## src/rtl/game_pkg.sv

```systemverilog
// Shared game types and constants: state encoding, alien point values
// and the lives ceiling used by the HUD bookkeeping.
package game_pkg;

   typedef enum logic [1:0] {
      IDLE    = 2'd0,
      PLAY    = 2'd1,
      RESPAWN = 2'd2,
      OVER    = 2'd3
   } game_state_t;

   localparam logic [6:0] PTS_TYPE0 = 7'd10;
   localparam logic [6:0] PTS_TYPE1 = 7'd20;
   localparam logic [6:0] PTS_TYPE2 = 7'd30;
   localparam logic [6:0] PTS_TYPE3 = 7'd100;

   localparam logic [1:0] MAX_LIVES = 2'd3;

   function automatic logic [6:0] kill_points(input logic [1:0] kill_type);
      logic [6:0] pts;
      case (kill_type)
         2'd0:    pts = PTS_TYPE0;
         2'd1:    pts = PTS_TYPE1;
         2'd2:    pts = PTS_TYPE2;
         default: pts = PTS_TYPE3;
      endcase
      return pts;
   endfunction

endpackage

```

## src/rtl/frame_timer.sv

```systemverilog
// Loadable down-counter clocked by frame ticks; done pulses on the tick
// that consumes the last remaining count.
module frame_timer (
   input  logic       clk,
   input  logic       rst,
   input  logic       load,
   input  logic [7:0] load_val,
   input  logic       tick,
   output logic       done
);

   logic [7:0] count;

   // The counter parks at zero once expired so stray ticks do nothing.
   always_ff @(posedge clk) begin
      if (rst) begin
         count <= 8'd0;
      end else if (load) begin
         count <= load_val;
      end else if (tick && (count != 8'd0)) begin
         count <= count - 8'd1;
      end
   end

   assign done = tick && !load && (count == 8'd1);

endmodule

```

## src/rtl/score_keeper.sv

```systemverilog
// Score, lives and game-state bookkeeping feeding the HUD; every output
// comes straight from a register.
module score_keeper
   import game_pkg::*;
#(
   parameter int START_LIVES    = 3,
   parameter int RESPAWN_FRAMES = 90,
   parameter int SCORE_MAX      = 9999,
   parameter int BONUS_SCORE    = 1000
) (
   input  logic        clk,
   input  logic        rst,
   input  logic        frame_tick,
   input  logic        start,
   input  logic        kill_valid,
   input  logic [1:0]  kill_type,
   input  logic        player_hit,
   output logic [13:0] score,
   output logic [1:0]  lives,
   output logic        playing,
   output logic        respawning,
   output logic        game_over
);

   game_state_t state, state_n;
   logic [13:0] score_n;
   logic [1:0]  lives_n;
   logic        bonus, bonus_n;
   logic        timer_load;
   logic        timer_done;
   logic [14:0] sum;

   frame_timer u_respawn_timer (
      .clk      (clk),
      .rst      (rst),
      .load     (timer_load),
      .load_val (8'(RESPAWN_FRAMES)),
      .tick     (frame_tick && (state == RESPAWN)),
      .done     (timer_done)
   );

   assign sum = {1'b0, score} + {8'd0, kill_points(kill_type)};

   // Same-cycle events resolve in order: score, then bonus, then the hit,
   // so a bonus can rescue the last life.
   always_comb begin
      state_n    = state;
      score_n    = score;
      lives_n    = lives;
      bonus_n    = bonus;
      timer_load = 1'b0;

      case (state)
         IDLE, OVER: begin
            if (start) begin
               state_n = PLAY;
               score_n = 14'd0;
               lives_n = 2'(START_LIVES);
               bonus_n = 1'b0;
            end
         end
         PLAY, RESPAWN: begin
            if (kill_valid) begin
               if (sum > 15'(SCORE_MAX)) begin
                  score_n = 14'(SCORE_MAX);
               end else begin
                  score_n = sum[13:0];
               end
               if (!bonus && (score_n >= 14'(BONUS_SCORE))) begin
                  bonus_n = 1'b1;
                  if (lives < MAX_LIVES) begin
                     lives_n = lives + 2'd1;
                  end
               end
            end
            if (state == PLAY) begin
               if (player_hit) begin
                  if (lives_n <= 2'd1) begin
                     lives_n = 2'd0;
                     state_n = OVER;
                  end else begin
                     lives_n    = lives_n - 2'd1;
                     timer_load = 1'b1;
                     state_n    = RESPAWN;
                  end
               end
            end else if (timer_done) begin
               state_n = PLAY;
            end
         end
         default: state_n = IDLE;
      endcase
   end

   always_ff @(posedge clk) begin
      if (rst) begin
         state      <= IDLE;
         score      <= 14'd0;
         lives      <= 2'(START_LIVES);
         bonus      <= 1'b0;
         playing    <= 1'b0;
         respawning <= 1'b0;
         game_over  <= 1'b0;
      end else begin
         state      <= state_n;
         score      <= score_n;
         lives      <= lives_n;
         bonus      <= bonus_n;
         playing    <= (state_n == PLAY) || (state_n == RESPAWN);
         respawning <= (state_n == RESPAWN);
         game_over  <= (state_n == OVER);
      end
   end

endmodule
```

## config.mk

```make
export PLATFORM = sky130hd
export DESIGN_NAME = score_keeper
export DESIGN_NICKNAME = d
export VERILOG_FILES = /design/src/rtl/game_pkg.sv /design/src/rtl/frame_timer.sv /design/src/rtl/score_keeper.sv
export SDC_FILE = /design/constraint.sdc
export NUM_CORES = 1
export LEC_CHECK = 0
export ABC_CLOCK_PERIOD_IN_PS = 9000
export CORE_ASPECT_RATIO = 1.4
export CORE_MARGIN = 5
export CORE_UTILIZATION = 60
export DETAILED_ROUTE_END_ITERATION = 10
export GPL_TIMING_DRIVEN = 0
export PLACE_DENSITY = 0.85
export SKIP_CTS_REPAIR_TIMING = 1
export SYNTH_ARGS = -nofsm -noshare
export SYNTH_HDL_FRONTEND = slang
export SYNTH_SLANG_ARGS = --single-unit
```

## constraint.sdc

```tcl
create_clock -name clk -period 9 [get_ports clk]
set_input_delay 1.8 -clock clk [delete_from_list [all_inputs] [get_ports clk]]
set_output_delay 1.8 -clock clk [all_outputs]
set_load 0.1 [all_outputs]
```

# == Word level (Yosys, flattened, before mapping) ==
# Index checks and enable logic that the tools add are counted.
# word_totals
reg_bits,30
out_inout_bits,19
elab_cells,78
# op_classes
n_addsub,4
order_cmp,4
n_eq_ne,12
mux,32
reduce_logical,17
# ops
cell,n
2-to-1 mux 14 bit,5
one-hot mux 14 bit (2 select lines),1
2-to-1 mux 2 bit,12
one-hot mux 7 bit (3 select lines),1
adder 14 x 7 -> 15 bit,1
"> comparator 15 x 14 -> 1 bit, second input constant",1
"greater-or-equal comparator 14 x 10 -> 1 bit, second input constant",1
2-to-1 mux 7 bit,2
"== test 2 bit, second input constant",5
"== test 8 x 1 -> 1 bit, second input constant",1
2-to-1 mux 1 bit,8
one-hot mux 2 bit (2 select lines),2
nonzero test 8 bit,1
"subtractor 8 x 1 -> 8 bit, second input constant",1
"== test 2 x 1 -> 1 bit, second input constant",3
"!= test 2 bit, second input constant",3
OR reduction 2 bit,3
logical AND 1 bit,5
logical NOT 2 bit,2
AND reduction 3 bit,1
"adder 2 x 1 -> 2 bit, second input constant",1
"<= comparator 2 x 1 -> 1 bit, second input constant",1
logical NOT 1 bit,2
"< comparator 2 bit, second input constant",1
5 further kinds,5

# == Logic depth before layout (Yosys ltp) ==
# Gate-level depths: netlist (run 1).
# depth
ltp_word,25
mapped_depth,14

# == Hierarchy ==
# A second synthesis (run 1) with hierarchy kept.
# hier_totals
cells_unflattened,313
hier_area_um2,2409.8
# by_module_without_submodules
mod,n_inst,cells_each,area_each_um2
score_keeper,1,250,1859.3
frame_timer,1,63,550.5

# == Worst setup path before layout (run 1) ==
# No wires, ideal clock.
# synth_path
path_kind,input port to flip-flop
startpoint,input kill_type[0]
endpoint,register playing
setup_ps,129
arrival_time_ps,4570
t_required_ps,8871
setup_slack_ps,4301
cell_stages,14
path_buffers,0
cell_sequence,inv_1 > ha_1 > inv_1 > fa_1 > a21o_1 > a221oi_4 > nor3_2 > a2111oi_2 > o211ai_2 > a41oi_2 > o22ai_1 > inv_1 > ha_1 > nor2b_1
# synth_via
elab_chain_cells,25
elab_cells_between_ends,30
cone_classes,add/sub (1); order compare (3); eq/ne (4); mux (16); reduce/logical (6)
# synth_rtl
element,line_no,text
"start, declared",score_keeper.sv:16,"input logic [1:0] kill_type,"
"== test 2 bit, or another cell as far along",game_pkg.sv:21,case (kill_type)
one-hot mux 7 bit (3 select lines) (*),game_pkg.sv:21,
adder 14 x 7 -> 15 bit (*),score_keeper.sv:42,"assign sum = {1'b0, score} + {8'd0, kill_points(kill_type)};"
> comparator 15 x 14 -> 1 bit,score_keeper.sv:64,if (sum > 15'(SCORE_MAX)) begin
2-to-1 mux 14 bit (*),score_keeper.sv:64,
2-to-1 mux 14 bit (*),score_keeper.sv:63,if (kill_valid) begin
2-to-1 mux 14 bit (*),score_keeper.sv:53,case (state)
greater-or-equal comparator 14 x 10 -> 1 bit (*),score_keeper.sv:69,if (!bonus && (score_n >= 14'(BONUS_SCORE))) begin
(+8 left out),-,
2-to-1 mux 1 bit,score_keeper.sv:53,
logical NOT 1 bit,frame_timer.sv:25,assign done = tick && !load && (count == 8'd1);
logical AND 1 bit (2 in series),frame_timer.sv:25,
2-to-1 mux 2 bit,score_keeper.sv:87,end else if (timer_done) begin
2-to-1 mux 2 bit (*),score_keeper.sv:76,if (state == PLAY) begin
one-hot mux 2 bit (2 select lines) (*),score_keeper.sv:53,
== test 2 x 1 -> 1 bit or == test 2 bit (tied branches),score_keeper.sv:109,playing <= (state_n == PLAY) || (state_n == RESPAWN);
logical OR 1 bit (*),score_keeper.sv:109,
"end signal, assigned",score_keeper.sv:109,
"end, declared",score_keeper.sv:20,"output logic playing,"
# Every way passes the cells marked *; elsewhere a longest branch is shown, timed or not. The select of a mux whose other input is x is not followed.
# A chain may end at the register's enable or synchronous reset.

# == Worst setup path after layout (run 1) ==
# Ends and elaborated chain as after synthesis.

==> results of run 1 <==
-- synthesized netlist by cell type (2+ instances only) --
cell,instances,area (µm²)
a211oi_1,5,37.54
a21o_1,3,22.52
a21oi_1,21,105.1
a22o_1,3,26.28
a31oi_1,5,31.28
and2_1,2,12.51
and3_1,2,12.51
and3_4,2,22.52
buf_1,2,7.510
buf_2,3,15.01
buf_6,2,22.52
clkbuf_1,2,7.510
dfxtp_1,30,600.6
ha_1,15,187.7
inv_1,15,56.30
mux2i_1,2,20.02
nand2_1,23,86.33
nand3_1,6,30.03
nand4_1,2,12.51
nand4b_1,3,26.28
nor2_1,27,101.4
nor2b_1,4,25.02
nor3_1,11,55.05
nor3b_1,3,22.52
o211a_1,3,30.03
o211ai_1,2,15.01
o21a_1,4,30.03
o21ai_0,12,60.06
o21ai_1,6,30.03
o22ai_1,2,12.51
o31ai_1,3,22.52
xnor2_1,7,61.31
xor2_1,3,26.28
-- logic make-up after synthesis --
group           after synthesis  share of synthesized area, %
compound gates               85                         29.33
buf+inv                      25                         5.454
fa+ha+maj                    16                         9.736
mux                           3                         1.466
flops                        30                         28.15
simple gates                 93                         21.76
xor+xnor                     10                         4.106
-- power by group --
part	internal, W	total (W)	switching (W)
Combinational	0.0000410	0.000131	0.0000899
Clock	0.0000614	0.000115	0.0000538
Sequential	0.000140	0.000147	0.00000652
-- registers in the layout, indices dropped and copies added, names as in the netlist --
signal / cells
respawning: 1
u_respawn_timer.count: 8
score: 14
game_over: 1
state: 2
bonus: 1
lives: 2
playing: 1
-- metal layers --
metal  part of all wire [%]  routed length, µm
met2                     54               2804
met4                    1.8                 96
met3                    3.5                182
met5                      0                  0
met1                     41               2108
-- how the worst max path moves through the flow --
stage,to,slack (ps)
after global placement,playing$_SDFF_PP0_,3490
after CTS,playing$_SDFF_PP0_,3700
after global routing,playing$_SDFF_PP0_,3450
after detailed placement,playing$_SDFF_PP0_,3460
final,playing$_SDFF_PP0_,3700
after floorplan,playing$_SDFF_PP0_,4300
-- stage by stage --
step / instances / util, % / instance area, µm²
after floorplan: 262 / - / 2133
after global placement: 328 / 71.67 / 2444
after detailed placement: 328 / 71.67 / 2444
after CTS: 336 / 74.46 / 2539
after global routing: 336 / 74.46 / 2539
final: 336 / 74.46 / 2539
-- layout make-up --
| cell class | count | area, µm² |
|---|---|---|
| Inverter | 15 | 56.30 |
| Timing Repair Buffer | 26 | 260.3 |
| Sequential cell | 30 | 600.6 |
| Multi-Input combinational cell | 207 | 1416 |
| Tap cell | 40 | 50.05 |
| Buffer | 10 | 60.06 |
| Fill cell | 270 | 870.8 |
| Clock inverter | 2 | 12.51 |
| Clock buffer | 6 | 82.58 |
==> results.md, run 1 <==
- Post-synth cell types: 60
- Maxcap violations: 0
- Worst endpoint required time: 9160 ps
- Gr usage total: 23.85%
- Final setup viols: 0
- Worst Hold Path EP: score[0]$_SDFFE_PP0P_
- CP arrival: 5450 ps
- Hold path cells: 1
- Cell Chain, Critical Path: clkdlybuf4s50_1, inv_1, ha_1, fa_1, a21o_1, a221oi_4, mux2i_1, o211ai_1, o211ai_2, a41oi_2, o22ai_1, inv_1, ha_1, nor2b_1
- CTS clk-pin slew, worst paths: 70 ps
- Outcome: finished, final reports clean
- Drt first-iter violations: 74
- Grt peak-use layer: met2
- CP Capture Type: flop
- Post-Synthesis Cells: 262
- Die Area: 0.004865 mm²
- Worst VDD drop: 151.1 µV
- Syn Area/Cell: 8.142 µm²
- Least-Margin Pin Slew: 983.4 ps
- Antenna cells: 0
- Most frequent cells in the layout: dfxtp_1 (30), nor2_1 (27), clkdlybuf4s50_1 (26)
- CTS tree: built
- Worst path slowest cell: clkdlybuf4s50_1
- Vias in the first global route: 2030
- Achievable Freq: 188.8 MHz
- Pwr/cell area: 154.8 mW/mm²
- Fin nets: 319
- Die height: 80.55 µm
- FP Rows: 25
- Leak: 0.9986 nW
- Drt drc: 0
- Num ports: 27
- DPL Wire Length: 3.892 mm
- Final wirelength: 5.191 mm
- Clk_skew: 7.274 ps
- Worst path bufs/invs: 3
- Core area: 0.003410 mm²
- Met1 Usage GRT: 25.46%
- Longest Clk Path Bufs: 2
- Final worst path period share: 58.86%
- Global-route wire length before repair: 8.894 mm
- Root Buffer: clkbuf_8
- RSZ-0062 raised after global routing: no
- DRT Pass-1 Iters: 4
- Final Hold Vio Count: 0
- Reg2reg end: playing$_SDFF_PP0_
- Mapped cell area: 0.002133 mm²
- Met2 usage: 43.72%
- Vias: 2069
- Commonest non-fill, non-tap cell in the layout: dfxtp_1
- Sequential area share after synthesis: 28.15%
- Slew Limit Fails: 0
- Die Width: 60.40 µm
- Worst hold margin: 474.1 ps
- Setup crit start kind: input port
- Critical Path Start: kill_type[0]
- Hold WC Path Type: reg -> reg
- Depth of the most critical reg-to-reg path: 12
- # clock sinks: 30
- Hold Crit Start: score[0]$_SDFFE_PP0P_
- Final setup margin: 3703 ps
- Antenna-violating nets left: 0
- Met3 Usage GRT: 4.180%
- Prevailing post-synth register cell: dfxtp_1
- Worst skew pair latency: 280 ps
- Post-synth EDFFs: 0
- I/O Buffers: 26
- CP top delay family: compound AO/OA/AOI/OAI gates
- CP max FO: 7
- Routed WL per cell: 15.45 µm
- Worst path max stage delay: 480 ps
- Layout cells sized above 1: 10.47%
- Syn-to-layout area delta: 19.00%
- Sum of negative setup slack: 0 ps
- Antenna violations before repair: 0
- Reg-to-Reg Start: score[1]$_SDFFE_PP0P_
- CTS buffer count: 5
- Kind of critical path: in -> reg
- Htree depth: 2
- Largest net degree at the start of global routing: 11
- Gp weighted congestion: 0.8861
- DR vias/cell: 6.158
- Reg2reg setup slack: 5440 ps
- Dpl ws: 3462 ps
- Pwr Total: 0.0003930 W
- GRT overflow: 0
- Post-synth ARST share: 0%
- FF+latch count, synth: 30
- Min cycle time layout: 5297 ps
- Syn_nets: 286
- Worst path depth: 14
- Syn. warnings: 0
- Initial Util: 62.57%
- Slew HR: 34.23%
(Power assumes the default switching activity.)
==> run 2, diff against run 1 <==
--- a/config.mk
+++ b/config.mk
@@ -5,13 +5,13 @@
 export SDC_FILE = /design/constraint.sdc
 export NUM_CORES = 1
 export LEC_CHECK = 0
-export ABC_CLOCK_PERIOD_IN_PS = 9000
+export ABC_CLOCK_PERIOD_IN_PS = 4700
 export CORE_ASPECT_RATIO = 1.4
 export CORE_MARGIN = 5
-export CORE_UTILIZATION = 60
+export CORE_UTILIZATION = 50
 export DETAILED_ROUTE_END_ITERATION = 10
 export GPL_TIMING_DRIVEN = 0
-export PLACE_DENSITY = 0.85
+export PLACE_DENSITY = 0.76
 export SKIP_CTS_REPAIR_TIMING = 1
 export SYNTH_ARGS = -nofsm -noshare
 export SYNTH_HDL_FRONTEND = slang
==> constraint.sdc (replaced) <==
create_clock -name clk -period 4.7 [get_ports clk]
set_input_delay 0.94 -clock clk [delete_from_list [all_inputs] [get_ports clk]]
set_output_delay 0.94 -clock clk [all_outputs]
set_load 0.1 [all_outputs]
==> run 2 against run 1 <==
  * Clock power is 91% higher
  * Combinational power up 91%
  * First-iteration DRC count is 45% higher
  * Final cell count up 1.5%
  * Clock-buffer cell count is 1 higher
  * Global-route usage down 4.7 points
  * Non-clock buffer count unchanged
  * Core utilization down 14 points
  * Flip-flop and latch count unchanged
  * Critical path depth unchanged
  * Die area rose by 17%
  * Via count shrank 1.1%
==> results.md, run 2 (synthesized netlist as in run 1, its figures left out) <==
- GRT overflow: 0 (unchanged)
- CP top delay family: compound AO/OA/AOI/OAI gates
- Die Area: 0.005691 mm² (+17%)
- Switching part of the total: 37.99% (-0.23 points)
- RSZ-0062 raised after global routing: no
- Register share of total power: 37.5% (about the same)
- Num ports: 27 (unchanged)
- Sum of negative setup slack: 0 ps (unchanged)
- DRT Pass-1 Iters: 4 (unchanged)
- Syn-to-layout area delta: 19.12% (about the same)
- Depth of the most critical reg-to-reg path: 12 (unchanged)
- Commonest non-fill, non-tap cell in the layout: dfxtp_1
- Biggest regs: score (14), u_respawn_timer.count (8)
- Clk_skew: 3.489 ps (-3.785 ps)
- Longest Clk Path Bufs: 2 (unchanged)
- CP arrival: 4500 ps (-950 ps)
- # clock sinks: 30 (unchanged)
- Leak: 0.9997 nW (+0.10%)
- FP Rows: 28 (+12%)
- Max reg flops: 14 (unchanged)
- CTS clk-pin slew, worst paths: 60 ps (about the same)
- Core area: 0.004169 mm² (+22%)
- Clock share of power: 29.2% (about the same)
- Combinational power share: 33.3% (about the same)
- CP max FO: 7 (unchanged)
- Final worst path period share: 92.39%
- Final Hold Vio Count: 0 (unchanged)
- Achievable Freq: 230.3 MHz
- Hold WC Path Type: reg -> reg
- FILL cells: 386 (+43%)
- DPL Wire Length: 3.822 mm (-1.8%)
- Pwr/cell area: 295.6 mW/mm² (+91%)
- Cell Chain, Critical Path: clkdlybuf4s50_1, inv_1, ha_1, fa_1, a21o_1, a221oi_4, mux2i_1, o211ai_1, o211ai_2, a41oi_2, o22ai_1, inv_1, ha_1, nor2b_1
- Worst hold margin: 472.2 ps (-1.858 ps)
- Worst path depth: 14 (unchanged)
- Design Area, Final: 0.002541 mm² (about the same)
- Gp weighted congestion: 0.8586 (-3.1%)
- CTS tree: built
- Worst path slowest cell: clkdlybuf4s50_1
- Worst endpoint required time: 4860 ps (-4300 ps)
- Most frequent cells in the layout: dfxtp_1 (30), nor2_1 (27), clkdlybuf4s50_1 (26)
- Layout cells sized above 1: 10.14% (-0.34 points)
- Outcome: finished, final reports clean
- Die height: 87.29 µm (+8.4%)
- Initial Util: 51.17% (-11 points)
- Die Width: 65.21 µm (+8.0%)
- Antenna cells: 0 (unchanged)
- Fin nets: 319 (unchanged)
- Slew HR: 33.14% (-1.1 points)
- Hold path cells: 1 (unchanged)
- DR vias/cell: 6.000 (-2.6%)
- Pint: 0.0004657 W (+92%)
- Top reg by flops: score
- Worst path max stage delay: 480 ps (about the same)
- Final wirelength: 5.009 mm (-3.5%)
- Placed Area: 0.002450 mm² (+0.26%)
- Htree depth: 2 (unchanged)
- Routed WL per cell: 14.69 µm (-4.9%)
- Slew Limit Fails: 0 (unchanged)
- Worst path bufs/invs: 3 (unchanged)
- Setup crit start kind: input port
- Antenna-violating nets left: 0 (unchanged)
- Min cycle time layout: 4342 ps
- Root Buffer: clkbuf_8
- Vias in the first global route: 1971 (-2.9%)
- Worst skew pair latency: 290 ps (about the same)
- CTS buffer count: 5 (unchanged)
- Gr usage total: 19.14% (-4.7 points)
- Vias: 2046 (-1.1%)
- Maxcap violations: 0 (unchanged)
- P_sw: 0.0002853 W (+90%)
- Final setup viols: 0 (unchanged)
- Largest net degree at the start of global routing: 11 (unchanged)
- Antenna violations before repair: 0 (unchanged)
- Drt first-iter violations: 107 (+45%)
- Kind of critical path: in -> reg
- Worst VDD drop: 148.2 µV (-1.9%)
- I/O Buffers: 26 (unchanged)
- Global-route wire length before repair: 8.666 mm (-2.6%)
- Drt drc: 0 (unchanged)
- CP Capture Type: flop
- Least-Margin Pin Slew: 999.8 ps (+16.43 ps)
## run 2: changes by cell type in the layout (fill, tap and decap cells not counted)
cell / change
clkbuf_1: +1
clkinvlp_4: -1
## run 2: metrics by stage
step | cells | util, % | total power [W] | worst slack [ps]
finish | 341 | 60.95 | 0.0007511 | 357.8
global route | 341 | 60.95 | 0.0007904 | 47.32
detailed placement | 333 | 58.76 | 0.0005361 | 77.13
global placement | 333 | 58.76 | 0.0005312 | 106.5
floorplan | 262 | - | 0.0004762 | 861.0
CTS | 341 | 60.95 | 0.0007572 | 369.5
## run 2: cell type report
cell class	instances	area (µm²)	area share (%)
repair buffers	26	260.3	10.24
flip-flops and latches	30	600.6	23.63
well taps	45	56.30	2.216
inverters	15	56.30	2.216
multi-input cells	207	1416	55.74
clock buffers	7	86.33	3.397
clock inverters	1	5.005	0.1969
plain buffers	10	60.06	2.363
## run 2: worst paths after layout
check | from | end | slack [ps]
setup / recovery | kill_type[0] | playing$_SDFF_PP0_ | 360
hold reg to reg | score[0]$_SDFFE_PP0P_ | score[0]$_SDFFE_PP0P_ | 470
hold / removal | score[0]$_SDFFE_PP0P_ | score[0]$_SDFFE_PP0P_ | 470
setup reg to reg | score[1]$_SDFFE_PP0P_ | playing$_SDFF_PP0_ | 1240
## run 2: per-layer routing
metal  GRT usage, %  part of all wire [%]  up-vias
met3          3.359                   3.9       14
met5              0                     0        -
met2          34.01                    51       52
li1               -                     -     1025
met1          21.28                    42      955
met4          10.38                   2.9        0
## run 2: power groups by stage
| stage | clock [W] | combinational [W] | sequential [W] |
|---|---|---|---|
| floorplan | 0 | 0.000128 | 0.000348 |
| global placement | 0 | 0.000244 | 0.000287 |
| detailed placement | 0 | 0.000249 | 0.000287 |
| CTS | 0.000226 | 0.000250 | 0.000282 |
| global route | 0.000234 | 0.000272 | 0.000284 |
| finish | 0.000220 | 0.000250 | 0.000281 |
